**config.mk**
```make
export PLATFORM = sky130hd
export DESIGN_NAME = mult_div_unit
export DESIGN_NICKNAME = d
export VERILOG_FILES = /design/src/rtl/mult_div_unit_pkg.sv /design/src/rtl/mult_div_unit.sv
export SDC_FILE = /design/constraint.sdc
export NUM_CORES = 1
export LEC_CHECK = 0
export CAP_MARGIN = 30
export CORE_ASPECT_RATIO = 0.6
export CORE_MARGIN = 2
export CORE_UTILIZATION = 59
export CTS_BUF_LIST = sky130_fd_sc_hd__clkbuf_2 sky130_fd_sc_hd__clkbuf_4 sky130_fd_sc_hd__clkbuf_8
export DETAILED_ROUTE_END_ITERATION = 12
export HOLD_SLACK_MARGIN = 0.15
export PLACE_DENSITY = 0.84
export SYNTH_ARGS = -nofsm -noshare
export SYNTH_HDL_FRONTEND = slang
export SYNTH_SLANG_ARGS = --single-unit
```
**constraint.sdc**
```tcl
create_clock -name CLK -period 8.7 [get_ports CLK]
set_input_delay 1.74 -clock CLK [delete_from_list [all_inputs] [get_ports CLK]]
set_output_delay 1.74 -clock CLK [all_outputs]
set_load 0.005 [all_outputs]
```
**src/rtl/mult_div_unit_pkg.sv**
```systemverilog
// Shared types for the execute-stage multiply/divide unit.
// mduop_t is the opcode handed over by decode alongside the forwarded operands.
package mult_div_unit_pkg;

  typedef enum logic [1:0] {
    MDU_MULT  = 2'd0,
    MDU_MULTU = 2'd1,
    MDU_DIV   = 2'd2,
    MDU_DIVU  = 2'd3
  } mduop_t;

  function automatic logic isSignedOp(input mduop_t op);
    return (op == MDU_MULT) || (op == MDU_DIV);
  endfunction

  function automatic logic isDivOp(input mduop_t op);
    return (op == MDU_DIV) || (op == MDU_DIVU);
  endfunction

endpackage

```
**src/rtl/mult_div_unit.sv**
```systemverilog
// Iterative radix-2 multiply/divide unit with architectural HI/LO registers.
// One shift register serves as product (MULT) or remainder:quotient (DIV).
module mult_div_unit
  import mult_div_unit_pkg::*;
#(
  parameter int WIDTH = 32
) (
  input  logic             CLK,
  input  logic             RST,
  input  logic             start,
  input  mduop_t           op,
  input  logic [WIDTH-1:0] A,
  input  logic [WIDTH-1:0] B,
  input  logic             flush,
  input  logic             wen_hi,
  input  logic             wen_lo,
  input  logic [WIDTH-1:0] wdat,
  output logic             busy,
  output logic             done,
  output logic [WIDTH-1:0] HI,
  output logic [WIDTH-1:0] LO
);

  localparam int CW = $clog2(WIDTH);

  typedef enum logic [1:0] {
    S_IDLE,
    S_CALC,
    S_FIX
  } state_t;

  state_t             state_q, state_d;
  logic [CW-1:0]      cnt_q, cnt_d;
  logic [2*WIDTH-1:0] acc_q, acc_d;
  logic [WIDTH-1:0]   opnd_q, opnd_d;
  logic [WIDTH-1:0]   aRaw_q, aRaw_d;
  logic               isDiv_q, isDiv_d;
  logic               negRes_q, negRes_d;
  logic               negRem_q, negRem_d;
  logic               divZero_q, divZero_d;
  logic [WIDTH-1:0]   hi_q, hi_d;
  logic [WIDTH-1:0]   lo_q, lo_d;
  logic               done_q, done_d;

  logic               aNeg, bNeg;
  logic [WIDTH-1:0]   aMag, bMag;
  logic [WIDTH:0]     mulSum;
  logic [WIDTH:0]     divShift;
  logic [WIDTH:0]     divDiff;
  logic               divFits;
  logic [2*WIDTH-1:0] prodFix;
  logic [WIDTH-1:0]   quotFix, remFix;

  // Magnitudes are unsigned, so |INT_MIN| = 2^(WIDTH-1) is represented exactly.
  assign aNeg = isSignedOp(op) & A[WIDTH-1];
  assign bNeg = isSignedOp(op) & B[WIDTH-1];
  assign aMag = aNeg ? (WIDTH'(0) - A) : A;
  assign bMag = bNeg ? (WIDTH'(0) - B) : B;

  assign mulSum   = {1'b0, acc_q[2*WIDTH-1:WIDTH]} + (acc_q[0] ? {1'b0, opnd_q} : '0);
  assign divShift = acc_q[2*WIDTH-1:WIDTH-1];
  assign divDiff  = divShift - {1'b0, opnd_q};
  assign divFits  = ~divDiff[WIDTH];

  assign prodFix = negRes_q ? (-acc_q) : acc_q;
  assign quotFix = negRes_q ? (WIDTH'(0) - acc_q[WIDTH-1:0]) : acc_q[WIDTH-1:0];
  assign remFix  = negRem_q ? (WIDTH'(0) - acc_q[2*WIDTH-1:WIDTH]) : acc_q[2*WIDTH-1:WIDTH];

  always_comb begin
    state_d   = state_q;
    cnt_d     = cnt_q;
    acc_d     = acc_q;
    opnd_d    = opnd_q;
    aRaw_d    = aRaw_q;
    isDiv_d   = isDiv_q;
    negRes_d  = negRes_q;
    negRem_d  = negRem_q;
    divZero_d = divZero_q;
    hi_d      = hi_q;
    lo_d      = lo_q;
    done_d    = 1'b0;

    unique case (state_q)
      S_IDLE: begin
        if (wen_hi) hi_d = wdat;
        if (wen_lo) lo_d = wdat;
        if (start && !flush) begin
          state_d   = S_CALC;
          cnt_d     = CW'(WIDTH - 1);
          acc_d     = {{WIDTH{1'b0}}, aMag};
          opnd_d    = bMag;
          aRaw_d    = A;
          isDiv_d   = isDivOp(op);
          negRes_d  = aNeg ^ bNeg;
          negRem_d  = aNeg;
          divZero_d = (B == '0);
        end
      end
      S_CALC: begin
        if (flush) begin
          state_d = S_IDLE;
        end else begin
          if (isDiv_q) begin
            acc_d = divFits ? {divDiff[WIDTH-1:0], acc_q[WIDTH-2:0], 1'b1}
                            : {divShift[WIDTH-1:0], acc_q[WIDTH-2:0], 1'b0};
          end else begin
            acc_d = {mulSum, acc_q[WIDTH-1:1]};
          end
          cnt_d = cnt_q - 1'b1;
          if (cnt_q == '0) state_d = S_FIX;
        end
      end
      S_FIX: begin
        state_d = S_IDLE;
        if (!flush) begin
          done_d = 1'b1;
          // Divide by zero returns a fixed pattern rather than trapping.
          if (isDiv_q && divZero_q) begin
            hi_d = aRaw_q;
            lo_d = '1;
          end else if (isDiv_q) begin
            hi_d = remFix;
            lo_d = quotFix;
          end else begin
            {hi_d, lo_d} = prodFix;
          end
        end
      end
      default: state_d = S_IDLE;
    endcase
  end

  always_ff @(posedge CLK) begin
    if (RST) begin
      state_q   <= S_IDLE;
      cnt_q     <= '0;
      acc_q     <= '0;
      opnd_q    <= '0;
      aRaw_q    <= '0;
      isDiv_q   <= 1'b0;
      negRes_q  <= 1'b0;
      negRem_q  <= 1'b0;
      divZero_q <= 1'b0;
      hi_q      <= '0;
      lo_q      <= '0;
      done_q    <= 1'b0;
    end else begin
      state_q   <= state_d;
      cnt_q     <= cnt_d;
      acc_q     <= acc_d;
      opnd_q    <= opnd_d;
      aRaw_q    <= aRaw_d;
      isDiv_q   <= isDiv_d;
      negRes_q  <= negRes_d;
      negRem_q  <= negRem_d;
      divZero_q <= divZero_d;
      hi_q      <= hi_d;
      lo_q      <= lo_d;
      done_q    <= done_d;
    end
  end

  assign busy = (state_q != S_IDLE);
  assign done = done_q;
  assign HI   = hi_q;
  assign LO   = lo_q;

endmodule

```
==> reports/summary.log <==
qor: outcome.run_status finished clean
qor: setup_path.worstSetupPathType primary input to flip-flop
qor: clock_tree.clk_latency 570 ps
qor: route.detailed_route_wire_length 58200 µm
qor: setup_path.arrival 5130 ps
qor: floorplanning.die_width 213 µm
qor: global_route.grt_first_pass_wirelength 86800 µm
qor: timing.finalWorstPathRequiredPeriod 4660 ps
qor: timing.slew_headroom 28.6%
qor: final_layout.antenna_cells 0
qor: logic_synthesis.synth-main-ff-cell sky130_fd_sc_hd__dfxtp_1
qor: logic_synthesis.largest_family_of_logic_cells_by_synthesized_area compound AO/OA/AOI/OAI gates
qor: pwr.p_comb_share 24.6%
qor: logic_synthesis.yosys-mux-area-fraction 1.31%
qor: logic_synthesis.syn-cell-area 15400 µm²
qor: pwr.switchingPower 0.000876 W
qor: global_route.grt_pass1_vias 15000
qor: timing.finalCritPeriodShare 53.6%
qor: logic_synthesis.synth-edff-count 0
qor: logic_synthesis.syn-mean-instance-area 7.29 µm²
qor: placed_design.buffer_ports.inserted 169
qor: logic_synthesis.synthDominantAreaCellType sky130_fd_sc_hd__dfxtp_1
qor: route.viasPerCell 6.66
qor: timing.timing.clock.skew 24.7 ps
qor: route.via_count 17100
qor: logic_synthesis.synth_simple_gate_area_share 22.5%
qor: setup_path.setup.worst_path.end_class flip-flop
qor: timing.max_freq 214 MHz
qor: route.drcViolationCount 0
qor: logic_synthesis.ys_ff_latch 204
qor: clock_tree.cts_tree yes
qor: pwr.pwr-share-seq 40.4%
qor: timing.hold_ws 448 ps
qor: clock_tree.post_cts.resized_instances 0
qor: logic_synthesis.synthesis.instances 2118
qor: logic_synthesis.synthAdderAreaFrac 5.94%
qor: logic_synthesis.synth-async-reset-ratio 0%
qor: timing.worstMarginPinSlew 1070 ps
qor: timing.final.setup.tns 0 ps
qor: route.iteration_0_drc_count_of_the_detailed_router 2740
qor: final_layout.final.fill_count 2167
qor: placed_design.post-place-ws 3580 ps
qor: floorplanning.floorplan.initialDensity 60.5%
qor: run.cap_violations 0
qor: pwr.power_switching_share 33.4%
qor: global_route.grt_max_degree 103
qor: pwr.pwr_density_cell 146 nW/µm²
qor: setup_path.worst_setup_path_start_kind primary input
qor: logic_synthesis.fraction_of_the_mapped_netlist_area_in_compound_gates 29.1%
qor: clock_tree.cts-buffers-inserted 34
qor: floorplanning.io-pin-count 170
qor: timing.finalHoldViolations 0
qor: min_path.min-delay-path-class flip-flop to flip-flop
qor: logic_synthesis.yosysMostFrequentCell sky130_fd_sc_hd__nor2_1
qor: logic_synthesis.most_numerous_cell_types_in_the_synthesized_netlist sky130_fd_sc_hd__nor2_1 (242), sky130_fd_sc_hd__a21oi_1 (241), sky130_fd_sc_hd__nand2_1 (226)
qor: timing.rsz_0062_raised_after_global_routing no
qor: floorplanning.chipHeight 129 µm
qor: timing.maxSlewViolCount 0
qor: logic_synthesis.post_synth_xor_area_fraction 9.37%
qor: timing.setup_ws 4040 ps
qor: pwr.cell_internal_pwr 0.00175 W
qor: logic_synthesis.yosysSeqAreaShare 26.5%
qor: logic_synthesis.netlist_top_cells_area sky130_fd_sc_hd__dfxtp_1 (26%), sky130_fd_sc_hd__a21oi_1 (7.8%), sky130_fd_sc_hd__nor2_1 (5.9%)
qor: logic_synthesis.netlist.area_leader.share 26.5%
qor: logic_synthesis.unique_masters_post_synth 77
qor: final_layout.nets 2371
qor: pwr.clkPwrFrac 35.0%
qor: route.route.antenna.remaining_nets 0
qor: route.dr.pass1.iters 6
qor: logic_synthesis.yosys_warnings 0
qor: clock_tree.cts-htree-levels 2
qor: clock_tree.cts_root_buffer sky130_fd_sc_hd__clkbuf_8
qor: global_route.grt_antenna_before_repair 0
qor: placed_design.gp_congestion 0.987
qor: clock_tree.cts-root-to-sink-buffers 3
qor: timing.report.final.setup_viol 0
qor: global_route.globalRouteOverflowTotal 0
qor: clock_tree.cts_post_setup_buffers_inserted 0
qor: pwr.vdd_drop_max 0.113 mV
qor: clock_tree.clkSinkCount 204
qor: global_route.grtUsageTotal 41.3%
qor: floorplanning.core_region_area 25500 µm²
qor: setup_path.worst_ep_required_time 9160 ps
qor: floorplanning.total_die_area 27500 µm²
qor: clock_tree.path_clk_slew 60 ps
qor: logic_synthesis.synth_nets 2294
qor: placed_design.hpwl_after_detailed_placement 43800 µm
qor: floorplanning.std_cell_rows 45
qor: clock_tree.ctsHoldBuffers 0
qor: final_layout.areaGrowthSynthToFinish 16.1%
qor: route.route.detailed.wl_per_inst 22.6 µm
qor: final_layout.final_layout_size_suffix_gt1_share 4.92%
qor: setup_path.critPathMaxFanout 5
qor: pwr.power.leakage 6.70 nW
## layout by cell type, fill, tap and decap left out, drive strengths merged, types with 7 or more instances in the layout
| cell | synthesis | routed |
|---|---|---|
| xor2 | 63 | 63 |
| buf | 18 | 23 |
| or3 | 24 | 24 |
| o21bai | 8 | 8 |
| and3 | 9 | 9 |
| ha | 70 | 70 |
| nand2b | 21 | 21 |
| a311oi | 13 | 13 |
| clkbuf | 132 | 48 |
| inv | 61 | 62 |
| o31ai | 22 | 22 |
| o211ai | 17 | 17 |
| a31oi | 15 | 15 |
| dfxtp | 204 | 204 |
| nor2 | 242 | 242 |
| o21ai | 120 | 120 |
| o31a | 7 | 7 |
| nand4 | 15 | 15 |
| a22oi | 17 | 17 |
| nor2b | 12 | 12 |
| a21o | 27 | 27 |
| a221oi | 10 | 10 |
| a2111oi | 9 | 9 |
| mux2i | 18 | 18 |
| a211oi | 102 | 102 |
| nand2 | 226 | 226 |
| o21a | 7 | 7 |
| a21oi | 241 | 241 |
| xnor2 | 102 | 102 |
| nor3 | 66 | 66 |
| o41ai | 11 | 11 |
| clkdlybuf4s50 | 0 | 168 |
| o221ai | 35 | 35 |
| and2 | 32 | 32 |
| nor4 | 35 | 35 |
| nand3 | 27 | 27 |
| or2 | 8 | 8 |
| or4 | 14 | 14 |
## per-layer routing
metal / wire, µm / vias to the layer above / GRT usage (%)
met4: 742 / 0 / 6.58
met5: 0 / - / 0
met2: 21200 / 1200 / 52.1
met3: 10600 / 83 / 20.1
met1: 25600 / 7962 / 62.3
li1: - / 7862 / -
## state kept, by name, summed over array words and instances (netlist names)
register,cells
isDiv_q,1
LO,32
HI,32
opnd_q,32
cnt_q,5
state_q,2
done,1
negRem_q,1
acc_q,64
aRaw_q,32
negRes_q,1
divZero_q,1
## metrics by stage
step	area [µm²]	std cells	power, W	util, %
5_1_grt	17900	2568	0.00271	70.3
4_1_cts	17900	2567	0.00258	70.1
2_1_floorplan	15400	2118	0.00143	-
3_3_place_gp	17200	2508	0.00167	67.3
6_report	17900	2568	0.00262	70.3
3_5_place_dp	17200	2510	0.00169	67.4
## worst max-delay path, cell delays in order
cell and delay, ps:
sky130_fd_sc_hd__clkdlybuf4s50_1 480, sky130_fd_sc_hd__nor4_1 650, sky130_fd_sc_hd__nand2_1 260, sky130_fd_sc_hd__or4_1 610
sky130_fd_sc_hd__nor3_2 220, sky130_fd_sc_hd__nand2_1 110, sky130_fd_sc_hd__nor4_1 500, sky130_fd_sc_hd__a21oi_1 180
sky130_fd_sc_hd__xnor2_1 160, sky130_fd_sc_hd__a211oi_1 210
## kinds of logic after synthesis
logic type	after synthesis
XOR/XNOR	165
AO/OA/AOI/OAI	701
buffers and inverters	211
multiplexers	20
adder cells (fa/ha/maj)	72
flip-flops	204
AND/OR/NAND/NOR	745
## layout make-up
cell class                      instances  area, µm²  area share (%)
Clock buffer                           48        623            3.48
Clock inverter                          9       81.3           0.454
Inverter                               61        229            1.28
Multi-Input combinational cell       1703      10600            59.0
Sequential cell                       204       4090            22.8
Tap cell                              352        440            2.46
Timing Repair Buffer                  191       1890            10.6
## power by group through the flow
| stage | Clock, W | Sequential [W] | Combinational, W |
|---|---|---|---|
| floorplan | 0 | 0.00104 | 0.000392 |
| global placement | 0 | 0.00107 | 0.000601 |
| detailed placement | 0 | 0.00107 | 0.000618 |
| CTS | 0.000911 | 0.00105 | 0.000622 |
| global route | 0.000953 | 0.00106 | 0.000693 |
| finish | 0.000917 | 0.00106 | 0.000645 |
## final timing paths
path / to / slack, ps / depth (start not counted) / start
hold / removal: LO[14]$_SDFFE_PP0P_ / 450 / 2 / LO[14]$_SDFFE_PP0P_
setup / recovery: opnd_q[29]$_SDFFE_PP0P_ / 4040 / 10 / B[9]
setup reg to reg: acc_q[56]$_SDFFE_PP0P_ / 4440 / 13 / acc_q[31]$_SDFFE_PP0P_
hold reg to reg: LO[14]$_SDFFE_PP0P_ / 450 / 2 / LO[14]$_SDFFE_PP0P_
No activity file was read; power rests on OpenSTA's default activity.
